## src/rtl/ram64_bist_pkg.sv

```systemverilog
// rtl/ram64_bist_pkg.sv - shared constants, state encoding and March C- element table for ram64_bist
package ram64_bist_pkg;

    localparam int ADDR_W = 3;
    localparam int DATA_W = 16;
    localparam int DEPTH  = 8;
    localparam int N_ELEM = 6;

    typedef enum logic [2:0] {
        S_IDLE,
        S_WR,
        S_RD,
        S_CMP,
        S_NEXT,
        S_DONE
    } state_t;

    typedef struct packed {
        logic down;
        logic has_rd;
        logic has_wr;
        logic rd_bg;
        logic wr_bg;
    } elem_t;

    // Fields: {down, has_rd, has_wr, rd_bg, wr_bg}; entries 6 and 7 are never reached.
    localparam elem_t [7:0] MARCH = {
        5'b00000,   // spare
        5'b00000,   // spare
        5'b01000,   // E5 up(r0)
        5'b11110,   // E4 down(r1,w0)
        5'b11101,   // E3 down(r0,w1)
        5'b01110,   // E2 up(r1,w0)
        5'b01101,   // E1 up(r0,w1)
        5'b00100    // E0 up(w0)
    };

endpackage

```

## src/rtl/ram64_bist_chk.sv

```systemverilog
// rtl/ram64_bist_chk.sv - expected-value pipeline aligned to RAM read latency, plus per-port comparators
module ram64_bist_chk
    import ram64_bist_pkg::*;
#(
    parameter int RD_LATENCY = 1
) (
    input  logic              clk,
    input  logic              reset,
    input  logic              rd_issue,
    input  logic [DATA_W-1:0] exp_data,
    input  logic [DATA_W-1:0] d_out_a,
    input  logic [DATA_W-1:0] d_out_b,
    output logic              cmp_valid,
    output logic              mismatch_a,
    output logic              mismatch_b
);

    logic [DATA_W-1:0] exp_cmp;

    generate
        if (RD_LATENCY == 0) begin : g_comb
            wire unused_clk_rst = clk ^ reset;
            assign cmp_valid = rd_issue;
            assign exp_cmp   = exp_data;
        end else begin : g_pipe
            logic [RD_LATENCY-1:0] vld_q;
            logic [DATA_W-1:0]     exp_q [RD_LATENCY];

            always_ff @(posedge clk or negedge reset) begin
                if (!reset) begin
                    vld_q <= '0;
                    for (int i = 0; i < RD_LATENCY; i++) exp_q[i] <= '0;
                end else begin
                    vld_q[0] <= rd_issue;
                    exp_q[0] <= exp_data;
                    for (int i = 1; i < RD_LATENCY; i++) begin
                        vld_q[i] <= vld_q[i-1];
                        exp_q[i] <= exp_q[i-1];
                    end
                end
            end

            assign cmp_valid = vld_q[RD_LATENCY-1];
            assign exp_cmp   = exp_q[RD_LATENCY-1];
        end
    endgenerate

    assign mismatch_a = cmp_valid && (d_out_a != exp_cmp);
    assign mismatch_b = cmp_valid && (d_out_b != exp_cmp);

endmodule

```

## src/rtl/ram64_bist.sv

```systemverilog
// rtl/ram64_bist.sv - March C- BIST initiator for the 8x16 ram64 register file
module ram64_bist
    import ram64_bist_pkg::*;
#(
    parameter int                RD_LATENCY = 1,
    parameter logic [DATA_W-1:0] PATTERN    = 16'hA5A5
) (
    input  logic              clk,
    input  logic              reset,
    input  logic              start,
    output logic              busy,
    output logic              done,
    output logic              pass,
    output logic [ADDR_W-1:0] fail_addr,
    output logic [2:0]        fail_elem,
    output logic              fail_port,
    output logic [DATA_W-1:0] fail_data,
    output logic              ram_wr,
    output logic [ADDR_W-1:0] ram_wr_addr,
    output logic [DATA_W-1:0] ram_d_in,
    output logic [ADDR_W-1:0] ram_rd_addr_a,
    output logic [ADDR_W-1:0] ram_rd_addr_b,
    input  logic [DATA_W-1:0] ram_d_out_a,
    input  logic [DATA_W-1:0] ram_d_out_b
);

    localparam logic [ADDR_W-1:0] LAST_ADDR = ADDR_W'(DEPTH - 1);
    localparam logic [2:0]        LAST_ELEM = 3'(N_ELEM - 1);

    state_t            state_q, state_d;
    logic [2:0]        elem_q, elem_d;
    logic [ADDR_W-1:0] addr_q, addr_d;
    logic              pass_q, pass_d;
    logic [ADDR_W-1:0] fail_addr_q, fail_addr_d;
    logic [2:0]        fail_elem_q, fail_elem_d;
    logic              fail_port_q, fail_port_d;
    logic [DATA_W-1:0] fail_data_q, fail_data_d;

    elem_t             cur;
    logic [DATA_W-1:0] exp_rd, wr_data;
    logic              cmp_valid, mismatch_a, mismatch_b;
    logic              step, last;

    assign cur     = MARCH[elem_q];
    assign exp_rd  = cur.rd_bg ? ~PATTERN : PATTERN;
    assign wr_data = cur.wr_bg ? ~PATTERN : PATTERN;

    ram64_bist_chk #(.RD_LATENCY(RD_LATENCY)) u_chk (
        .clk        (clk),
        .reset      (reset),
        .rd_issue   (state_q == S_RD),
        .exp_data   (exp_rd),
        .d_out_a    (ram_d_out_a),
        .d_out_b    (ram_d_out_b),
        .cmp_valid  (cmp_valid),
        .mismatch_a (mismatch_a),
        .mismatch_b (mismatch_b)
    );

    always_comb begin
        state_d     = state_q;
        elem_d      = elem_q;
        addr_d      = addr_q;
        pass_d      = pass_q;
        fail_addr_d = fail_addr_q;
        fail_elem_d = fail_elem_q;
        fail_port_d = fail_port_q;
        fail_data_d = fail_data_q;
        step        = 1'b0;
        last        = cur.down ? (addr_q == '0) : (addr_q == LAST_ADDR);

        case (state_q)
            S_IDLE, S_DONE: begin
                if (start) begin
                    state_d     = S_WR;
                    elem_d      = '0;
                    addr_d      = '0;
                    pass_d      = 1'b0;
                    fail_addr_d = '0;
                    fail_elem_d = '0;
                    fail_port_d = 1'b0;
                    fail_data_d = '0;
                end
            end
            S_WR: step = 1'b1;
            S_RD, S_CMP: begin
                if (!cmp_valid) begin
                    state_d = S_CMP;
                end else if (mismatch_a || mismatch_b) begin
                    // Port A wins when both ports disagree.
                    state_d     = S_DONE;
                    pass_d      = 1'b0;
                    fail_addr_d = addr_q;
                    fail_elem_d = elem_q;
                    fail_port_d = !mismatch_a;
                    fail_data_d = mismatch_a ? ram_d_out_a : ram_d_out_b;
                end else if (cur.has_wr) begin
                    state_d = S_WR;
                end else begin
                    step = 1'b1;
                end
            end
            default: state_d = S_IDLE;
        endcase

        // Address/element advance happens in the last op cycle so no dead cycles are spent between ops.
        if (step) begin
            if (!last) begin
                addr_d  = cur.down ? addr_q - 1'b1 : addr_q + 1'b1;
                state_d = cur.has_rd ? S_RD : S_WR;
            end else if (elem_q == LAST_ELEM) begin
                state_d = S_DONE;
                pass_d  = 1'b1;
            end else begin
                elem_d  = elem_q + 3'd1;
                addr_d  = MARCH[elem_q + 3'd1].down ? LAST_ADDR : '0;
                state_d = MARCH[elem_q + 3'd1].has_rd ? S_RD : S_WR;
            end
        end
    end

    always_ff @(posedge clk or negedge reset) begin
        if (!reset) begin
            state_q     <= S_IDLE;
            elem_q      <= '0;
            addr_q      <= '0;
            pass_q      <= 1'b0;
            fail_addr_q <= '0;
            fail_elem_q <= '0;
            fail_port_q <= 1'b0;
            fail_data_q <= '0;
        end else begin
            state_q     <= state_d;
            elem_q      <= elem_d;
            addr_q      <= addr_d;
            pass_q      <= pass_d;
            fail_addr_q <= fail_addr_d;
            fail_elem_q <= fail_elem_d;
            fail_port_q <= fail_port_d;
            fail_data_q <= fail_data_d;
        end
    end

    // Outputs decode straight from the state register so an async reset zeroes them at once.
    assign busy          = (state_q == S_WR) || (state_q == S_RD) || (state_q == S_CMP);
    assign done          = (state_q == S_DONE);
    assign pass          = pass_q;
    assign fail_addr     = fail_addr_q;
    assign fail_elem     = fail_elem_q;
    assign fail_port     = fail_port_q;
    assign fail_data     = fail_data_q;
    assign ram_wr        = (state_q == S_WR);
    assign ram_wr_addr   = ram_wr ? addr_q : '0;
    assign ram_d_in      = ram_wr ? wr_data : '0;
    assign ram_rd_addr_a = ((state_q == S_RD) || (state_q == S_CMP)) ? addr_q : '0;
    assign ram_rd_addr_b = ram_rd_addr_a;

endmodule

```

## config.mk

```make
export PLATFORM = sky130hd
export DESIGN_NAME = ram64_bist
export DESIGN_NICKNAME = d
export VERILOG_FILES = /design/src/rtl/ram64_bist_pkg.sv /design/src/rtl/ram64_bist_chk.sv /design/src/rtl/ram64_bist.sv
export SDC_FILE = /design/constraint.sdc
export NUM_CORES = 1
export LEC_CHECK = 0
export ABC_CLOCK_PERIOD_IN_PS = 2100
export BUFFER_PORTS_ARGS = -buffer_cell sky130_fd_sc_hd__buf_2
export CAP_MARGIN = 25
export CORE_AREA = 2 2 80 82
export CTS_BUF_LIST = sky130_fd_sc_hd__clkbuf_16
export CTS_CLUSTER_SIZE = 8
export DETAILED_ROUTE_END_ITERATION = 12
export DIE_AREA = 0 0 82 84
export PLACE_DENSITY = 0.68
export SLEW_MARGIN = 20
export SYNTH_ARGS = -nofsm -noshare
export SYNTH_HDL_FRONTEND = slang
export SYNTH_SLANG_ARGS = --single-unit
```

## constraint.sdc

```tcl
create_clock -name clk -period 2.1 [get_ports clk]
set_input_delay 0.105 -clock clk [delete_from_list [all_inputs] [get_ports clk]]
set_output_delay 0.105 -clock clk [all_outputs]
set_load 0.02 [all_outputs]
```

==> run_results.csv, run 1 <==
group,metric,value,unit
run_status,outcome,"finished with violations",
run_status,violations,"negative setup slack",
yosys,async_flop_share,1.00,
clocking,numCtsBuffers,5,
pwr,ir_drop,0.857,mV
worst_setup_path,arrival,2.35,ns
timing,setup_viol_count_final,6,
floorplanning,start_util,0.383,
timing,period_share,1.04,
final_layout,layout_common_cells,"buf_2 (86), buf_4 (42), dfrtp_1 (35), nand3_1 (23), mux2i_1 (18)",
timing,layout_setup_ws,-0.0860,ns
timing,rsz0062_at_grt,"yes",
clocking,cts_tree,"done",
worst_hold_path,hold_path.class,"input port to flip-flop",
worst_setup_path,path_max_fanout,5,
placement,numPortBuffers,86,
pwr,p_per_area,1440,mW/mm^2
detailed_routing,drtIter0Drc,127,
timing,max_freq,0.457,GHz
global_routing,antenna_found_initial,0,
clocking,clock_sinks,36,
floorplanning,die_area,0.00689,sq mm
worst_setup_path,crit_type,"flip-flop to flip-flop",
worst_setup_path,cp-end-kind,"flip-flop",
yosys,synth_edf_count,0,
timing,finalHoldViolCount,0,
detailed_routing,ant_nets,0,
final_layout,layout.nets,398,
final_layout,synthToLayoutAreaGrowth,50.2,%
yosys,syn-cell-area,0.00233,sq mm
placement,place_ws,-0.143,ns
final_layout,final_layout_size_suffix_gt1_frac,0.490,
yosys,synth_cells,242,
global_routing,grt_max_degree,37,
placement,gp_congestion,0.788,
detailed_routing,wirelength,7280,um
run,maxCapViolCount,0,
final_layout,final_common_cell,"buf_2",
pwr,leakage,1.77,nW
floorplanning,row_count,29,
yosys,synth-seq-cells,36,
yosys,syn_avg_cell_area,9.64,sq um
global_routing,grt_util_all_layers,0.203,
floorplanning,io_pins,87,
final_layout,fillCellCount,527,
clocking,ctsRootBufferMaster,"clkbuf_16",
worst_setup_path,setup.worst_path.start_class,"flip-flop",
yosys,syn_nets,282,
detailed_routing,drc_errors,0,
final_layout,antenna_cells,0,
timing,min_period,2.19,ns
detailed_routing,routed_via_density,5.55,
yosys,ys_seq_area_frac,0.386,
clocking,cts-htree-levels,2,
worst_setup_path,crit_required,2.26,ns
global_routing,grt_pass1_vias,2310,
clocking,clk_pin_slew_worst_paths,0.06,ns
detailed_routing,num_vias,2419,
global_routing,grt_pass1_wl,10900,um
floorplanning,core_area,0.00610,sq mm
yosys,ys_types,46,
global_routing,grt-ovfl-total,0,
timing,skew,0.00319,ns
clocking,clk_latency,0.28,ns
floorplanning,die_y,84,um
yosys,synth_warnings,0,
timing,final_max_slew_viol_count,0,
floorplanning,die_x,82,um
placement,dp_hpwl,5000,um
timing,relSlewSlack,0.428,
clocking,cts.path.max_buffers,2,
timing,tightestPinTransition,0.858,ns
detailed_routing,wire_per_inst,16.7,um
pwr,fin_total_pwr,5.06,mW
yosys,ys_dominant_reg_cell,"dfrtp_1",
detailed_routing,first_pass_iters,4,
## power breakdown
group | switching [mW] | internal (mW) | total [mW]
clock | 0.291 | 0.557 | 0.848
sequential | 0.191 | 0.946 | 1.14
combinational | 1.73 | 1.34 | 3.07
total | 2.21 | 2.85 | 5.06
## through the flow
| step | setup TNS, ns | area, sq um | utilization | hold WS (ns) | cells |
|---|---|---|---|---|---|
| global route | -1.61 | 3500 | 0.575 | 0.200 | 436 |
| floorplan | -0.0637 | 2380 | - | -0.191 | 242 |
| global placement | -1.46 | 3060 | 0.502 | 0.248 | 418 |
| CTS | -0.0893 | 3300 | 0.541 | 0.177 | 432 |
| detailed placement | -1.79 | 3060 | 0.502 | 0.268 | 418 |
| finish | -0.207 | 3500 | 0.575 | 0.177 | 436 |
## flip-flops by register name, indices dropped and copies added (netlist names)
signal	cells
u_chk.exp_cmp	2
state_q	3
u_chk.cmp_valid	1
fail_addr	3
addr_q	3
fail_elem	3
elem_q	3
fail_data	16
pass	1
fail_port	1
## path summary, 6_finish.rpt
kind                       depth (start not counted)  slack (ns)      endpoint               from
max                                                6       -0.09     addr_q[1]  u_chk.exp_cmp[13]
min                                                4        0.18    state_q[2]              start
max reg2reg                                        6       -0.09     addr_q[1]  u_chk.exp_cmp[13]
min reg2reg                                        1        0.49          pass               pass
max in group asynchronous                          2        1.03     elem_q[0]              reset
min in group asynchronous                          2        0.46  fail_data[0]              reset
## area by class of cell
class	instances	area, sq um	area share
tap	77	96.3	0.0275
clock buffer	5	125	0.0357
sequential	36	902	0.257
timing repair buffer	138	892	0.255
inverter	8	30.0	0.00857
clock inverter	3	42.5	0.0121
multi-input combinational	169	1420	0.404
## critical path, cell delays in order (launching register included)
cell     delay (ns)
dfrtp_1        0.41
or3_4          0.39
nor4_4         0.28
o22ai_4        0.15
a211o_1        0.37
a22o_1         0.27
a32o_1         0.22
## cells by family (layout without fill, tap and decap cells)
group,after synthesis,count (layout),share of synthesized area
XOR/XNOR,3,3,0.0113
adder cells (fa/ha/maj),5,5,0.0300
multiplexers,27,27,0.119
AND/OR/NAND/NOR,87,87,0.208
buffers and inverters,37,154,0.0933
AO/OA/AOI/OAI,47,47,0.153
flip-flops,36,36,0.386
## cells in the mapped netlist (all sizes together), types with 4 or more instances
| cell | number | area share |
|---|---|---|
| nor3 | 6 | 0.013 |
| nand3 | 23 | 0.049 |
| mux2i | 24 | 0.10 |
| nand2 | 12 | 0.020 |
| o31ai | 17 | 0.055 |
| inv | 8 | 0.013 |
| o21ai | 6 | 0.013 |
| or4 | 4 | 0.014 |
| nand4 | 5 | 0.013 |
| or3 | 5 | 0.013 |
| and2 | 9 | 0.024 |
| nor4 | 4 | 0.016 |
| nor2 | 9 | 0.014 |
| buf | 22 | 0.069 |
| nand2b | 4 | 0.011 |
| a21oi | 4 | 0.0086 |
| dfrtp | 36 | 0.39 |
| clkbuf | 7 | 0.011 |
| ha | 4 | 0.021 |
## per-layer routing
layer	global-route usage	wire, um
met1	0.253	2940
met2	0.342	3660
met3	0.0411	534
met4	0.0727	148
met5	0	0
## what timing repair did
action / CTS / global route
pin swaps: 10 / 11
setup endpoints to repair: 29 / 37
gates resized for setup: 5 / 29
buffers inserted: 5 / 4
hold buffers: 1 / 0
endpoints found under the hold margin: 36 / 0
gates cloned: 0 / 1
Note: power is estimated with default switching activity, not from simulation.
==> inputs of run 2 (changes only) <==
Settings changed: CORE_AREA 2 2 80 82 to 2 2 76 78, DIE_AREA 0 0 82 84 to 0 0 78 80, PLACE_DENSITY 0.68 to 0.74.
==> run 2 against run 1 <==
Effect of this change: the flow still finishes with violations (negative setup slack); flip-flop and latch count unchanged; count of clock-buffer cells in the layout unchanged; critical path depth up 4; first-iteration DRC count up 26%; highest routed layer unchanged; design area down 3.9%; critical path type unchanged; worst hold slack better by 0.0058 ns; core utilization up 4.8 points; die area down 9.4%; maximum frequency up 2.2%; final cell count down 3.0%; sequential share of layout area up 1.1 points; worst setup slack better by 0.047 ns.
==> run_results.csv, run 2 (synthesized netlist as in run 1, its figures left out) <==
group,metric,value,unit
final_layout,final_common_cell,"buf_2",
worst_setup_path,setup.worst_path.start_class,"flip-flop",
placement,gp_congestion,0.933,
worst_setup_path,rrSetupSlack,-0.04,ns
final_layout,synthToLayoutAreaGrowth,44.3,%
final_layout,layout_common_cells,"buf_2 (86), buf_4 (40), dfrtp_1 (35), nand3_1 (23), o31ai_1 (17)",
detailed_routing,first_pass_iters,5,
worst_setup_path,cp_top_family,"adder cells",
detailed_routing,ant_nets,0,
detailed_routing,wire_per_inst,15.4,um
detailed_routing,drc_errors,0,
final_layout,largest_register_ffs,16,
clocking,numCtsBuffers,5,
worst_setup_path,crit_type,"flip-flop to flip-flop",
worst_setup_path,cp_slowest_cell,"dfrtp_1",
pwr,leakage,1.70,nW
placement,place_inst,412,
final_layout,antenna_cells,0,
placement,place_ws,-0.117,ns
worst_setup_path,cp-end-kind,"flip-flop",
global_routing,antenna_found_initial,0,
timing,rsz0062_at_grt,"yes",
timing,max_freq,0.467,GHz
worst_hold_path,hold_path.class,"input port to flip-flop",
timing,final_max_slew_viol_count,0,
worst_setup_path,worstReg2RegEnd,"addr_q[2]",
final_layout,postLayoutCoreUtil,0.623,
pwr,power_switching,2.13,mW
placement,dp_hpwl,4770,um
clocking,cts_tree,"done",
final_layout,final_layout_size_suffix_gt1_frac,0.493,
worst_hold_path,hp-start,"ram_d_out_a[5]",
detailed_routing,num_vias,2359,
worst_setup_path,critPathMaxStageDelay,0.41,ns
detailed_routing,routed_via_density,5.58,
run_status,violations,"negative setup slack",
worst_setup_path,path_cells,"inv_2, ha_4, mux2i_4, inv_2, fa_2, xnor2_2, xnor2_1, nand2_1, a22o_1, a32o_1",
worst_setup_path,r2r-start,"elem_q[1]",
worst_setup_path,critPathBufInv,2,
floorplanning,die_x,78,um
timing,tightestPinTransition,0.797,ns
timing,layout_setup_ws,-0.0393,ns
clocking,cts.path.max_buffers,2,
clocking,clk_pin_slew_worst_paths,0.05,ns
timing,hold_slack,0.183,ns
floorplanning,die_area,0.00624,sq mm
floorplanning,row_count,27,
timing,skew,0.00558,ns
global_routing,grt_pass1_vias,2235,
run,maxCapViolCount,0,
worst_setup_path,cp_common_cell,"inv_2",
detailed_routing,drtIter0Drc,160,
clocking,cts-htree-levels,2,
placement,numPortBuffers,86,
clocking,clk_latency,0.28,ns
floorplanning,core_area,0.00541,sq mm
clocking,clock_sinks,36,
timing,relSlewSlack,0.468,
pwr,sequentialPowerShare,0.236,
pwr,comb_power_share,0.622,
pwr,pwr-share-clk,0.141,
global_routing,grt-ovfl-total,0,
timing,setup_viol_count_final,3,
detailed_routing,wirelength,6520,um
global_routing,grt_pass1_wl,10100,um
pwr,p_per_area,1420,mW/mm^2
global_routing,grt_max_degree,37,
worst_setup_path,reg2reg_depth,10,
global_routing,grt_util_all_layers,0.205,
worst_setup_path,crit_required,2.26,ns
worst_setup_path,path_max_fanout,3,
final_layout,layout.nets,391,
pwr,switching_share,0.444,
timing,period_share,1.02,
run_status,outcome,"finished with violations",
worst_hold_path,min_delay_path_depth,3,
timing,finalHoldViolCount,0,
floorplanning,start_util,0.432,
pwr,ir_drop,0.726,mV
floorplanning,io_pins,87,
worst_setup_path,arrival,2.30,ns
clocking,ctsRootBufferMaster,"clkbuf_16",
floorplanning,die_y,80,um
timing,min_period,2.14,ns
final_layout,fillCellCount,445,
pwr,internal-power,2.66,mW
final_layout,fin_cells,423,
worst_hold_path,whs_endpoint,"fail_data[5]",
pwr,fin_total_pwr,4.79,mW
-- run 2: area by class of cell --
class | count | area, sq um | share of cell area
Inverter | 8 | 30.0 | 0.00892
Tap cell | 72 | 90.1 | 0.0268
Sequential cell | 36 | 902 | 0.268
Clock buffer | 5 | 125 | 0.0372
Clock inverter | 2 | 8.76 | 0.00260
Timing Repair Buffer | 131 | 817 | 0.243
Multi-Input combinational cell | 169 | 1390 | 0.414
-- run 2: worst reg2reg max path, stage by stage, from the launching register on --
cell and delay, ns:
dfrtp_1 0.41, inv_2 0.07, ha_4 0.16, mux2i_4 0.19
inv_2 0.06, fa_2 0.37, xnor2_2 0.14, xnor2_1 0.13
nand2_1 0.08, a22o_1 0.21, a32o_1 0.22
-- run 2: what timing repair did --
item / 4_1_cts / 5_1_grt
endpoints found under the setup margin: 24 / 37
pin swaps: 5 / 11
buffers inserted: 2 / 0
endpoints found under the hold margin: 36 / 0
gates resized for setup: 1 / 32
gates cloned: 0 / 1
hold buffers: 1 / 0
-- run 2: how the worst max path moves through the flow --
| stage | from | endpoint | slack, ns | cells past startpoint |
|---|---|---|---|---|
| 2_1_floorplan | elem_q[1] | addr_q[2] | -0.06 | 10 |
| 3_3_place_gp | elem_q[1] | addr_q[2] | -0.06 | 10 |
| 3_5_place_dp | elem_q[1] | addr_q[2] | -0.12 | 10 |
| 4_1_cts | elem_q[1] | addr_q[2] | -0.07 | 10 |
| 5_1_grt | elem_q[1] | addr_q[2] | -0.18 | 10 |
| 6_report | elem_q[1] | addr_q[2] | -0.04 | 10 |
-- run 2: power by group through the flow --
stage	combinational (mW)	clock (mW)	sequential, mW
2_1_floorplan	1.79	0	1.30
3_3_place_gp	2.67	0	1.13
3_5_place_dp	2.71	0	1.14
4_1_cts	2.77	0.692	1.13
5_1_grt	3.22	0.728	1.16
6_report	2.98	0.676	1.13
-- run 2: metal layers --
metal,wire length [um],track usage
met1,2710,0.251
met5,0,0
met3,503,0.0385
met4,147,0.0789
met2,3150,0.357
-- run 2: per-stage QoR --
| step | area [sq um] | TNS [ns] |
|---|---|---|
| 6_report | 3370 | -0.104 |
| 5_1_grt | 3370 | -1.33 |
| 4_1_cts | 3190 | -0.144 |
| 3_5_place_dp | 3030 | -1.45 |
| 3_3_place_gp | 3030 | -0.717 |
| 2_1_floorplan | 2380 | -0.0637 |
